**config.mk**
```make
export PLATFORM = sky130hd
export DESIGN_NAME = mem_port_arbiter
export DESIGN_NICKNAME = d
export VERILOG_FILES = /design/src/rtl/mem_port_arbiter.sv
export SDC_FILE = /design/constraint.sdc
export NUM_CORES = 1
export LEC_CHECK = 0
export CAP_MARGIN = 20
export CORE_MARGIN = 2
export CORE_UTILIZATION = 25
export DETAILED_ROUTE_END_ITERATION = 10
export PLACE_DENSITY = 0.59
export SYNTH_ARGS = -nofsm -noshare
export SYNTH_HDL_FRONTEND = slang
export SYNTH_SLANG_ARGS = --single-unit
export TNS_END_PERCENT = 30
```
**constraint.sdc**
```tcl
create_clock -name clk -period 12.46 [get_ports clk]
set_input_delay 1.869 -clock clk [delete_from_list [all_inputs] [get_ports clk]]
set_output_delay 1.869 -clock clk [all_outputs]
set_load 0.01 [all_outputs]
```
**src/rtl/mem_port_arbiter.sv**
```systemverilog
// mem_port_arbiter: shares one single-port memory between instruction fetch
// (IF) and data access (MEM). Data has priority over fetch. Each grant holds a
// registered request on the memory side until mem_ready, then returns a
// one-cycle ack with registered read data.
//
// Optional build macro ARB_FAIR_EN: bounds fetch starvation. After FAIR_LIMIT
// consecutive data grants taken while a fetch was waiting, the next decision
// goes to the fetch. When the macro is undefined, data priority is strict.
//
// state | meaning
// ------+---------------------------------------------------------------
// IDLE  | no access in flight; arbitrates when neither ack is high
// GNT_I | fetch access on the memory, waiting for mem_ready
// GNT_D | data access on the memory, waiting for mem_ready
module mem_port_arbiter #(
  parameter int AW = 32,
  parameter int DW = 32,
  parameter int FAIR_LIMIT = 4
) (
  input  logic          clk,
  input  logic          reset,
  input  logic          if_req,
  input  logic [AW-1:0] if_addr,
  output logic          if_ack,
  output logic [DW-1:0] if_rdata,
  input  logic          d_req,
  input  logic          d_we,
  input  logic [AW-1:0] d_addr,
  input  logic [DW-1:0] d_wdata,
  output logic          d_ack,
  output logic [DW-1:0] d_rdata,
  output logic          mem_req,
  output logic          mem_we,
  output logic [AW-1:0] mem_addr,
  output logic [DW-1:0] mem_wdata,
  input  logic [DW-1:0] mem_rdata,
  input  logic          mem_ready,
  output logic          stall_if,
  output logic          stall_mem
);

  localparam logic [1:0] IDLE  = 2'd0;
  localparam logic [1:0] GNT_I = 2'd1;
  localparam logic [1:0] GNT_D = 2'd2;

  logic [1:0] state;
  logic       ifElig;
  logic       dElig;
  logic       decide;
  logic       fetchTurn;
  logic       pickD;
  logic       pickI;

  assign ifElig = if_req & ~if_ack;
  assign dElig  = d_req & ~d_ack;

  // The ack cycle is a turnaround: no decision is taken while either ack is
  // high, so a requester that keeps its level high after its ack is seen as a
  // fresh request only in the following cycle, and the stale one is never
  // granted twice.
  assign decide = (state == IDLE) & ~if_ack & ~d_ack;

`ifdef ARB_FAIR_EN
  localparam int CW = $clog2(FAIR_LIMIT + 2);

  logic [CW-1:0] fairCnt;

  assign fetchTurn = ifElig & (fairCnt == CW'(FAIR_LIMIT));

  // Count data grants taken while a fetch waits; any fetch grant or a
  // decision with no waiting fetch starts the count over.
  always_ff @(posedge clk or posedge reset) begin
    if (reset) begin
      fairCnt <= '0;
    end else if (decide) begin
      if (pickI || !ifElig) begin
        fairCnt <= '0;
      end else if (pickD) begin
        fairCnt <= fairCnt + CW'(1);
      end
    end
  end
`else
  assign fetchTurn = 1'b0;
`endif

  assign pickD = decide & dElig & ~fetchTurn;
  assign pickI = decide & ifElig & ~pickD;

  assign stall_if  = if_req & ~if_ack;
  assign stall_mem = d_req & ~d_ack;

  // Grant FSM: capture the winner on entry, hold mem_* for the whole access,
  // and retire with a single-cycle ack plus registered read data.
  always_ff @(posedge clk or posedge reset) begin
    if (reset) begin
      state     <= IDLE;
      if_ack    <= 1'b0;
      d_ack     <= 1'b0;
      if_rdata  <= '0;
      d_rdata   <= '0;
      mem_req   <= 1'b0;
      mem_we    <= 1'b0;
      mem_addr  <= '0;
      mem_wdata <= '0;
    end else begin
      if_ack <= 1'b0;
      d_ack  <= 1'b0;
      case (state)
        IDLE: begin
          if (pickD) begin
            state     <= GNT_D;
            mem_req   <= 1'b1;
            mem_we    <= d_we;
            mem_addr  <= d_addr;
            mem_wdata <= d_wdata;
          end else if (pickI) begin
            state     <= GNT_I;
            mem_req   <= 1'b1;
            mem_we    <= 1'b0;
            mem_addr  <= if_addr;
            mem_wdata <= '0;
          end
        end
        GNT_I: begin
          if (mem_ready) begin
            state    <= IDLE;
            mem_req  <= 1'b0;
            if_ack   <= 1'b1;
            if_rdata <= mem_rdata;
          end
        end
        GNT_D: begin
          if (mem_ready) begin
            state   <= IDLE;
            mem_req <= 1'b0;
            d_ack   <= 1'b1;
            if (!mem_we) begin
              d_rdata <= mem_rdata;
            end
          end
        end
        default: begin
          state   <= IDLE;
          mem_req <= 1'b0;
        end
      endcase
    end
  end

endmodule

```
==> results of run 1 <==
## layer usage
metal / wire length [microns] / vias up / share of wire
li1: - / 1963 / -
met1: 7030 / 2125 / 0.42
met2: 7840 / 187 / 0.47
met3: 1760 / 17 / 0.10
met4: 215 / 0 / 0.013
met5: 0 / - / 0
## cell families (layout without fill, tap and decap cells)
group | after synthesis | after routing | share of synthesized area
and+or+nand+nor | 47 | 47 | 0.0552
AOI/OAI and AO/OA | 103 | 103 | 0.151
buffers and inverters | 36 | 311 | 0.0358
DFF | 134 | 134 | 0.619
adders and majority gates | 3 | 3 | 0.00692
muxes | 64 | 64 | 0.133
## per-stage QoR
step           hold WS [ns]  cells  worst slack (ns)
2_1_floorplan         0.520    387              7.01
3_3_place_gp          0.473    906              7.16
3_5_place_dp          0.474    906              7.14
5_1_grt               0.506    937              7.06
4_1_cts               0.491    937              7.15
6_report              0.488    937              7.15
## layout by cell type (no fill, tap or decap), types with 2 or more instances in the layout
| cell | synthesis | final |
|---|---|---|
| nor2_1 | 2 | 2 |
| o2bb2ai_1 | 31 | 31 |
| clkdlybuf4s50_1 | 0 | 267 |
| buf_4 | 0 | 8 |
| clkbuf_16 | 0 | 17 |
| inv_1 | 5 | 4 |
| a22oi_1 | 2 | 2 |
| clkinvlp_4 | 0 | 2 |
| nor2b_1 | 3 | 3 |
| a31oi_1 | 29 | 29 |
| and2_1 | 30 | 30 |
| inv_6 | 0 | 4 |
| dfrtp_1 | 134 | 134 |
| mux2_2 | 63 | 63 |
| nand3_1 | 2 | 2 |
| ha_1 | 3 | 3 |
| clkinv_4 | 0 | 4 |
| a22o_1 | 33 | 33 |
| bufinv_16 | 0 | 3 |
| nand2_1 | 4 | 4 |
## sequential cells by signal, indices dropped and copies added, names as in the netlist
register   cells
d_rdata       32
mem_req        1
d_ack          1
if_ack         1
state          2
mem_wdata     32
if_rdata      32
mem_we         1
mem_addr      32
## critical path: stages
cell and delay (ns):
clkdlybuf4s50_1 0.45, buf_4 0.33, inv_1 0.11, nor2_1 0.12
clkdlybuf4s50_1 0.56
## worst paths after layout
check | depth (start not counted) | slack, ns | end
max in group asynchronous | 3 | 9.17 | mem_addr[17]$_DFFE_PP0P_
worst max-delay path | 5 | 7.15 | stall_mem
worst min register to register | 1 | 0.49 | mem_addr[12]$_DFFE_PP0P_
min in group asynchronous | 2 | 1.88 | mem_addr[12]$_DFFE_PP0P_
worst max register to register | 6 | 10.36 | mem_wdata[5]$_DFFE_PP0P_
worst min-delay path | 1 | 0.49 | mem_addr[12]$_DFFE_PP0P_
## power by group through the flow
stage / Sequential (mW) / Combinational, mW / Clock, mW
floorplan: 0.847 / 0.337 / 0
global placement: 0.757 / 0.956 / 0
detailed placement: 0.764 / 0.970 / 0
CTS: 0.763 / 0.975 / 0.535
global route: 0.788 / 1.03 / 0.557
finish: 0.761 / 0.958 / 0.519
## cell type report
type / instances / area, sq um
clock buffers: 18 / 439
repair buffers: 275 / 2730
fillers: 1955 / 12200
inverters: 5 / 23.8
flip-flops and latches: 134 / 3350
multi-input cells: 217 / 1890
clock inverters: 13 / 171
well taps: 275 / 344
==> results.sh, run 1 <==
export IMPL_drc_errors=0
export IMPL_synth_nets=524
export IMPL_powerDensity_mw_per_mm2=250
export IMPL_syn_area_sq_mm=0.00542
export IMPL_num_vias=4292
export IMPL_hpwl_microns=11700
export IMPL_clock_path_buffers=2
export IMPL_port_buffers=267
export IMPL_power_switching_uw=707
export IMPL_hold_start="mem_addr[12]$_DFFE_PP0P_"
export IMPL_grtUsageMet1=0.177
export IMPL_io_pins=268
export IMPL_grt_pass1_vias=4836
export IMPL_cp_start_kind="input pin"
export IMPL_hold_viol_final=0
export IMPL_netlist_top_cells_count="dfrtp_1 (134), mux2_2 (63), a22o_1 (33)"
export IMPL_pwr_share_clk=0.232
export IMPL_power_frac_seq=0.340
export IMPL_finalPower_mw=2.24
export IMPL_crit_arrival_ns=3.44
export IMPL_grt_pass1_wl_microns=25700
export IMPL_fin_skew_ns=0.00803
export IMPL_syn_mean_instance_area_sq_um=14.0
export IMPL_yosysTopAreaCell="dfrtp_1"
export IMPL_busiest_layer="met2"
export IMPL_synth_seq_cells=134
export IMPL_post_cts_resize_count=0
export IMPL_routed_wl_microns=16900
export IMPL_gp_congestion=0.719
export IMPL_crit_required_ns=10.59
export IMPL_use_met3=0.0602
export IMPL_fin_tns_setup_ns=0
export IMPL_drv_slew=0
export IMPL_ys_top_cells_by_area="dfrtp_1 (62%), mux2_2 (13%), a22o_1 (5.3%)"
export IMPL_finalCritPeriodShare=0.426
export IMPL_synth_top_cell_area_share=0.619
export IMPL_yosysSeqAreaShare=0.619
export IMPL_routed_via_density=4.58
export IMPL_maxCapViolCount=0
export IMPL_postLayoutCellArea_sq_mm=0.00895
export IMPL_drive_gt1_frac=0.160
export IMPL_combPwrFrac=0.428
export IMPL_crit_path_max_fanout=38
export IMPL_intPower_mw=1.53
export IMPL_areaGrowthSynthToFinish_pct=65.1
export IMPL_cts_buffers=17
export IMPL_final_antenna_net_count=0
export IMPL_cellLeakagePower_nw=3.71
export IMPL_synth_edf_count=0
export IMPL_path_class="in2out"
export IMPL_grt_ovfl_total=0
export IMPL_postCtsHoldBufs=0
export IMPL_coreArea_sq_mm=0.0212
export IMPL_regToRegStartpoint="state[0]$_DFFE_PP0P_"
export IMPL_rsz0062_at_grt="false"
export IMPL_synth_top_flop_cell="dfrtp_1"
export IMPL_die_area_sq_mm=0.0229
export IMPL_cts_sinks=134
export IMPL_cts_tree="done"
export IMPL_hold_class="reg2reg"
export IMPL_routed_wire_length_per_instance_microns=18.0
export IMPL_chipWidth_microns=151
export IMPL_n_antenna_cell=0
export IMPL_switching_share=0.316
export IMPL_nets=787
export IMPL_ir_drop_uv=116
export IMPL_fin_crit_ns=5.31
export IMPL_tightestPinTransition_ns=0.972
export IMPL_cts_clk_slew_worst_paths_ns=0.06
export IMPL_met2_usage=0.234
export IMPL_synth_warnings=0
export IMPL_htree_levels=4
export IMPL_synth_most_common_cell="dfrtp_1"
export IMPL_maxSlewHeadroom=0.352
export IMPL_clockRootBuffer="clkbuf_16"
export IMPL_drt_pre_antenna_iters=4
export IMPL_status="finished, final reports clean"
export IMPL_rows=53
export IMPL_grt_max_degree=78
export IMPL_initial_core_util=0.256
export IMPL_drt_initial_drc_count=121
export IMPL_antenna_found_initial=0
export IMPL_final_util=0.423
export IMPL_ys_async_sr_fraction=1.00
export IMPL_ys_types=31
export IMPL_placed_area_sq_mm=0.00834
export IMPL_worst_setup_path_end_kind="output port"
export IMPL_clock_latency_ns=0.41
export IMPL_die_y_microns=151
export IMPL_startpoint="d_req"
export IMPL_post_cts_buffers=0
export IMPL_netlist_instances=387
export IMPL_track_usage=0.145
export IMPL_setup_viol=0
export IMPL_fmax_ghz=0.188
Power figures use the tool's default switching activity.
==> inputs of run 2 (changes only) <==
PLACE_DENSITY = 0.61   (was 0.59)
clock period = 4.7 ns   (was 12.46 ns; I/O delays follow)
==> run 2 against run 1 <==
  * Register-to-register slack worse by 7.9 ns
  * Clock skew hardly changed
  * Total power grew to 2.6 times the previous value
  * Critical path type unchanged
==> results.sh, run 2 (synthesis results as in run 1) <==
export IMPL_port_buffers=267
export IMPL_maxSlewHeadroom=0.409
export IMPL_grt_max_degree=80
export IMPL_whs_ns=0.488
export IMPL_crit_path_max_fanout=23
export IMPL_num_vias=4340
export IMPL_io_pins=268
export IMPL_cp_start_kind="input pin"
export IMPL_setup_viol=0
export IMPL_rsz0062_at_grt="false"
export IMPL_post_place_ws_ns=1.40
export IMPL_fin_skew_ns=0.00779
export IMPL_busiest_layer="met2"
export IMPL_hpwl_microns=11900
export IMPL_status="finished, final reports clean"
export IMPL_powerDensity_mw_per_mm2=661
export IMPL_clockRootBuffer="clkbuf_16"
export IMPL_use_met3=0.0690
export IMPL_coreArea_sq_mm=0.0212
export IMPL_mostFrequentLayoutCell="clkdlybuf4s50_1"
export IMPL_stdcell_count=938
export IMPL_final_antenna_net_count=0
export IMPL_fmax_ghz=0.310
export IMPL_hold_viol_final=0
export IMPL_postCtsHoldBufs=0
export IMPL_drv_slew=0
export IMPL_path_class="in2out"
export IMPL_cts_tree="done"
export IMPL_worst_r2r_setup_slack_ns=2.47
export IMPL_met2_usage=0.236
export IMPL_htree_levels=4
export IMPL_drt_initial_drc_count=97
export IMPL_track_usage=0.143
export IMPL_die_y_microns=151
export IMPL_grt_pass1_wl_microns=25300
export IMPL_fin_tns_setup_ns=0
export IMPL_grt_pass1_vias=4660
export IMPL_finalCritPeriodShare=0.687
export IMPL_grtUsageMet1=0.168
export IMPL_maxCapViolCount=0
export IMPL_areaGrowthSynthToFinish_pct=64.9
export IMPL_nets=787
export IMPL_cts_sinks=134
export IMPL_gp_congestion=0.744
export IMPL_cts_buffers=17
export IMPL_drt_pre_antenna_iters=5
export IMPL_drc_errors=0
export IMPL_routed_wl_microns=16700
export IMPL_tightestPinTransition_ns=0.886
export IMPL_post_cts_resize_count=0
export IMPL_cellLeakagePower_nw=3.70
export IMPL_reg2reg_depth=6
export IMPL_post_cts_buffers=0
export IMPL_initial_core_util=0.256
export IMPL_antenna_found_initial=1
export IMPL_rows=53
export IMPL_final_util=0.423
export IMPL_crit_arrival_ns=2.52
export IMPL_drive_gt1_frac=0.163
export IMPL_grt_ovfl_total=0
export IMPL_hold_class="reg2reg"
export IMPL_clock_latency_ns=0.41
export IMPL_routed_via_density=4.63
export IMPL_fin_crit_ns=3.23
export IMPL_routed_wire_length_per_instance_microns=17.8
export IMPL_setup_slack_ns=1.47
export IMPL_worst_setup_path_end_kind="output port"
export IMPL_fillers=1971
export IMPL_crit_required_ns=3.99
export IMPL_die_area_sq_mm=0.0229
export IMPL_dp_cells=906
export IMPL_n_antenna_cell=0
export IMPL_final_cell_mix="clkdlybuf4s50_1 (267), dfrtp_1 (134), mux2_2 (63), a22o_1 (33), o2bb2ai_1 (31)"
export IMPL_clock_path_buffers=2
export IMPL_holdPathStages=1
export IMPL_ir_drop_uv=294
export IMPL_cts_clk_slew_worst_paths_ns=0.05
export IMPL_chipWidth_microns=151
==> run 2: cell types whose count changed in the layout (fill, tap and decap cells not counted) <==
cell / delta
bufinv_16: -1
clkinvlp_4: +1
clkinv_4: -3
nand2b_2: +1
inv_8: +1
inv_6: +3
nand2b_1: -1
==> run 2: metrics by stage <==
step / power, mW / cell area, sq um
after floorplan: 3.14 / 5420
after global routing: 6.27 / 8940
after global placement: 4.53 / 8340
after detailed placement: 4.60 / 8340
final: 5.91 / 8940
after CTS: 6.01 / 8940
==> run 2: routing by layer <==
metal	wire length [microns]	part of all wire
met1	6730	0.40
met2	7890	0.47
met3	1910	0.11
met4	142	0.0085
met5	7	0.00042
==> run 2: layout make-up <==
type	instances	area, sq um	area share
Sequential cell	134	3350	0.375
Timing Repair Buffer	275	2730	0.306
Multi-Input combinational cell	217	1890	0.211
Clock buffer	18	439	0.0491
Tap cell	275	344	0.0385
Clock inverter	14	160	0.0179
Inverter	5	23.8	0.00266
==> run 2: critical path, stage by stage <==
cell             delay (ns)
clkdlybuf4s50_1        1.03
nor2b_1                0.23
clkdlybuf4s50_1        0.55
==> run 2: path summary, 6_finish.rpt <==
path / end / start
worst max-delay path: stall_if / if_req
worst min-delay path: mem_addr[15]$_DFFE_PP0P_ / mem_addr[15]$_DFFE_PP0P_
worst max register to register: mem_wdata[16]$_DFFE_PP0P_ / state[1]$_DFFE_PP0P_
worst min register to register: mem_addr[15]$_DFFE_PP0P_ / mem_addr[15]$_DFFE_PP0P_
max in group asynchronous: mem_wdata[6]$_DFFE_PP0P_ / reset
min in group asynchronous: mem_addr[14]$_DFFE_PP0P_ / reset
==> run 2: power breakdown <==
part,switching [mW],internal [mW]
Combinational,1.04,1.50
Sequential,0.313,1.71
Clock,0.540,0.809
==> RTL change (flow settings as in run 2) <==
Set the parameter `AW` to 48 (it was 32).
--- a/src/rtl/mem_port_arbiter.sv
+++ b/src/rtl/mem_port_arbiter.sv
@@ -14,5 +14,5 @@
 // GNT_D | data access on the memory, waiting for mem_ready
 module mem_port_arbiter #(
-  parameter int AW = 32,
+  parameter int AW = 48,
   parameter int DW = 32,
   parameter int FAIR_LIMIT = 4
Ports: changed (resized d_addr, if_addr and mem_addr); port bits go from 268 to 316. No check against the original RTL was run, so the function may have changed too.
==> RTL change against run 2 <==
- final area rose by 16%
- via count rose by 15%
- final cell count rose by 18%
- sequential cell count rose by 16
- maximum frequency rose by 4.2%
- clock power rose by 6%
- wire length rose by 18%
- worst setup slack improved by 130 ps
- utilization fell by 0.72 points
- largest power group unchanged
- synthesized area rose by 17%
- critical endpoint is now stall_mem
- combinational power rose by 16%
- clock skew barely moved
- critical path depth rose by 1
- power rose by 12%
==> RTL change: results (changes against run 2) <==
| Metric | Value |
|---|---|
| Combinational gate power | 2.94 mW (was 2.54 mW) |
| Flop+latch power | 2.27 mW (was 2.02 mW) |
| Worst slack, placed | 1590 ps (was 1400 ps) |
| CP peak stage delay | 950 ps (was 1030 ps) |
| Cell count after synthesis | 459 (was 387) |
| CP Data Arrival Time | 2390 ps (was 2520 ps) |
| DRT Pass-1 Iters | 4 (was 5) |
| Synth area leaders | dfrtp_1 59%, mux2_1 11%, o2bb2ai_2 4.7% (was dfrtp_1 62%, mux2_2 13%, a22o_1 5.3%) |
| Post-DR wirelength/cell | 17.8 µm (about the same) |
| R2r worst-path depth | 5 (was 6) |
| Storage element area | 3750 µm² (was 3350 µm²) |
| Syn_nets | 628 (was 524) |
| Total GRT Usage | 0.145 (was 0.143) |
| Layout cell share with drive strength beyond 1 | 0.0901 (was 0.163) |
| Status | complete, no violations (unchanged) |
| Synthesized flop and latch total | 150 (was 134) |
| Plain + repair buffers | 325 (was 275) |
| Crit path from | d_req (was if_req) |
| I/O Buffers | 315 (was 267) |
| DP Cell Count | 1075 (was 906) |
| HP Start | mem_addr[26] (was mem_addr[15]) |
| Crit-path max FO | 17 (was 23) |
| Initial Util | 0.253 (was 0.256) |
| Sequential share of the synthesized area | 0.593 (was 0.619) |
| Multi-input combinational area share | 0.226 (was 0.211) |
| Post_cts resized | 0 (unchanged) |
| Non-Filler Instances | 1107 (was 938) |
| Leakage power | 4.22 nW (was 3.70 nW) |
| Tap Cells | 330 (was 275) |
| Vias in the first global route | 5213 (was 4660) |
| Cell area after layout | 10400 µm² (was 8940 µm²) |
| Dpl hpwl | 13700 µm (was 11900 µm) |
| Hold Slack | 487 ps (was 488 ps) |
| Reg power frac | 0.341 (was 0.342) |
| Worst Hold End | mem_addr[26] (was mem_addr[15]) |
| First-pass GRT wire length | 29900 µm (was 25300 µm) |
| Worst setup path end | stall_mem (was stall_if) |
| Layout clock area frac | 0.0589 (was 0.0670) |
| GP Congestion | 0.734 (was 0.744) |
| Clk_buf instances | 19 (was 18) |
| Psw | 2.18 mW (was 1.89 mW) |
| R2R Path End | mem_addr[31] (was mem_wdata[16]) |
| Layout non-clock buf frac | 0.313 (was 0.306) |
| Clock Skew | 7.98 ps (was 7.79 ps) |
| Reg2reg setup slack | 2600 ps (was 2470 ps) |
| Largest net degree at the start of global routing | 151 (was 80) |
RTL change: changes by cell type in the layout (fill, tap and decap cells not counted), moves of 3 or more:
cell | run 2 | this run
clkdlybuf4s50_1 | 267 | 315
mux2_1 | 1 | 64
and2_1 | 30 | 41
a22oi_1 | 2 | 8
nand2_1 | 4 | 9
o2bb2ai_1 | 31 | 22
o2bb2ai_2 | 0 | 20
dfrtp_1 | 134 | 150
a31oi_1 | 29 | 40
inv_6 | 7 | 4
a32oi_1 | 1 | 6
mux2_2 | 63 | 0
RTL change: cell families (layout without fill, tap and decap cells):
family	after synthesis	count (layout)	synth area share
muxes	64	64	0.114
DFF	150	150	0.593
and+or+nand+nor	63	63	0.0615
AOI/OAI and AO/OA	135	135	0.188
adders and majority gates	3	3	0.00594
buffers and inverters	44	362	0.0372
RTL change: metal layers:
layer  vias up  global-route usage  share of wire
met5         -                   0        0.00081
met4         2              0.0447          0.017
met3        18              0.0762           0.12
met2       232               0.218           0.44
met1      2400               0.181           0.42
li1       2327                   -              -
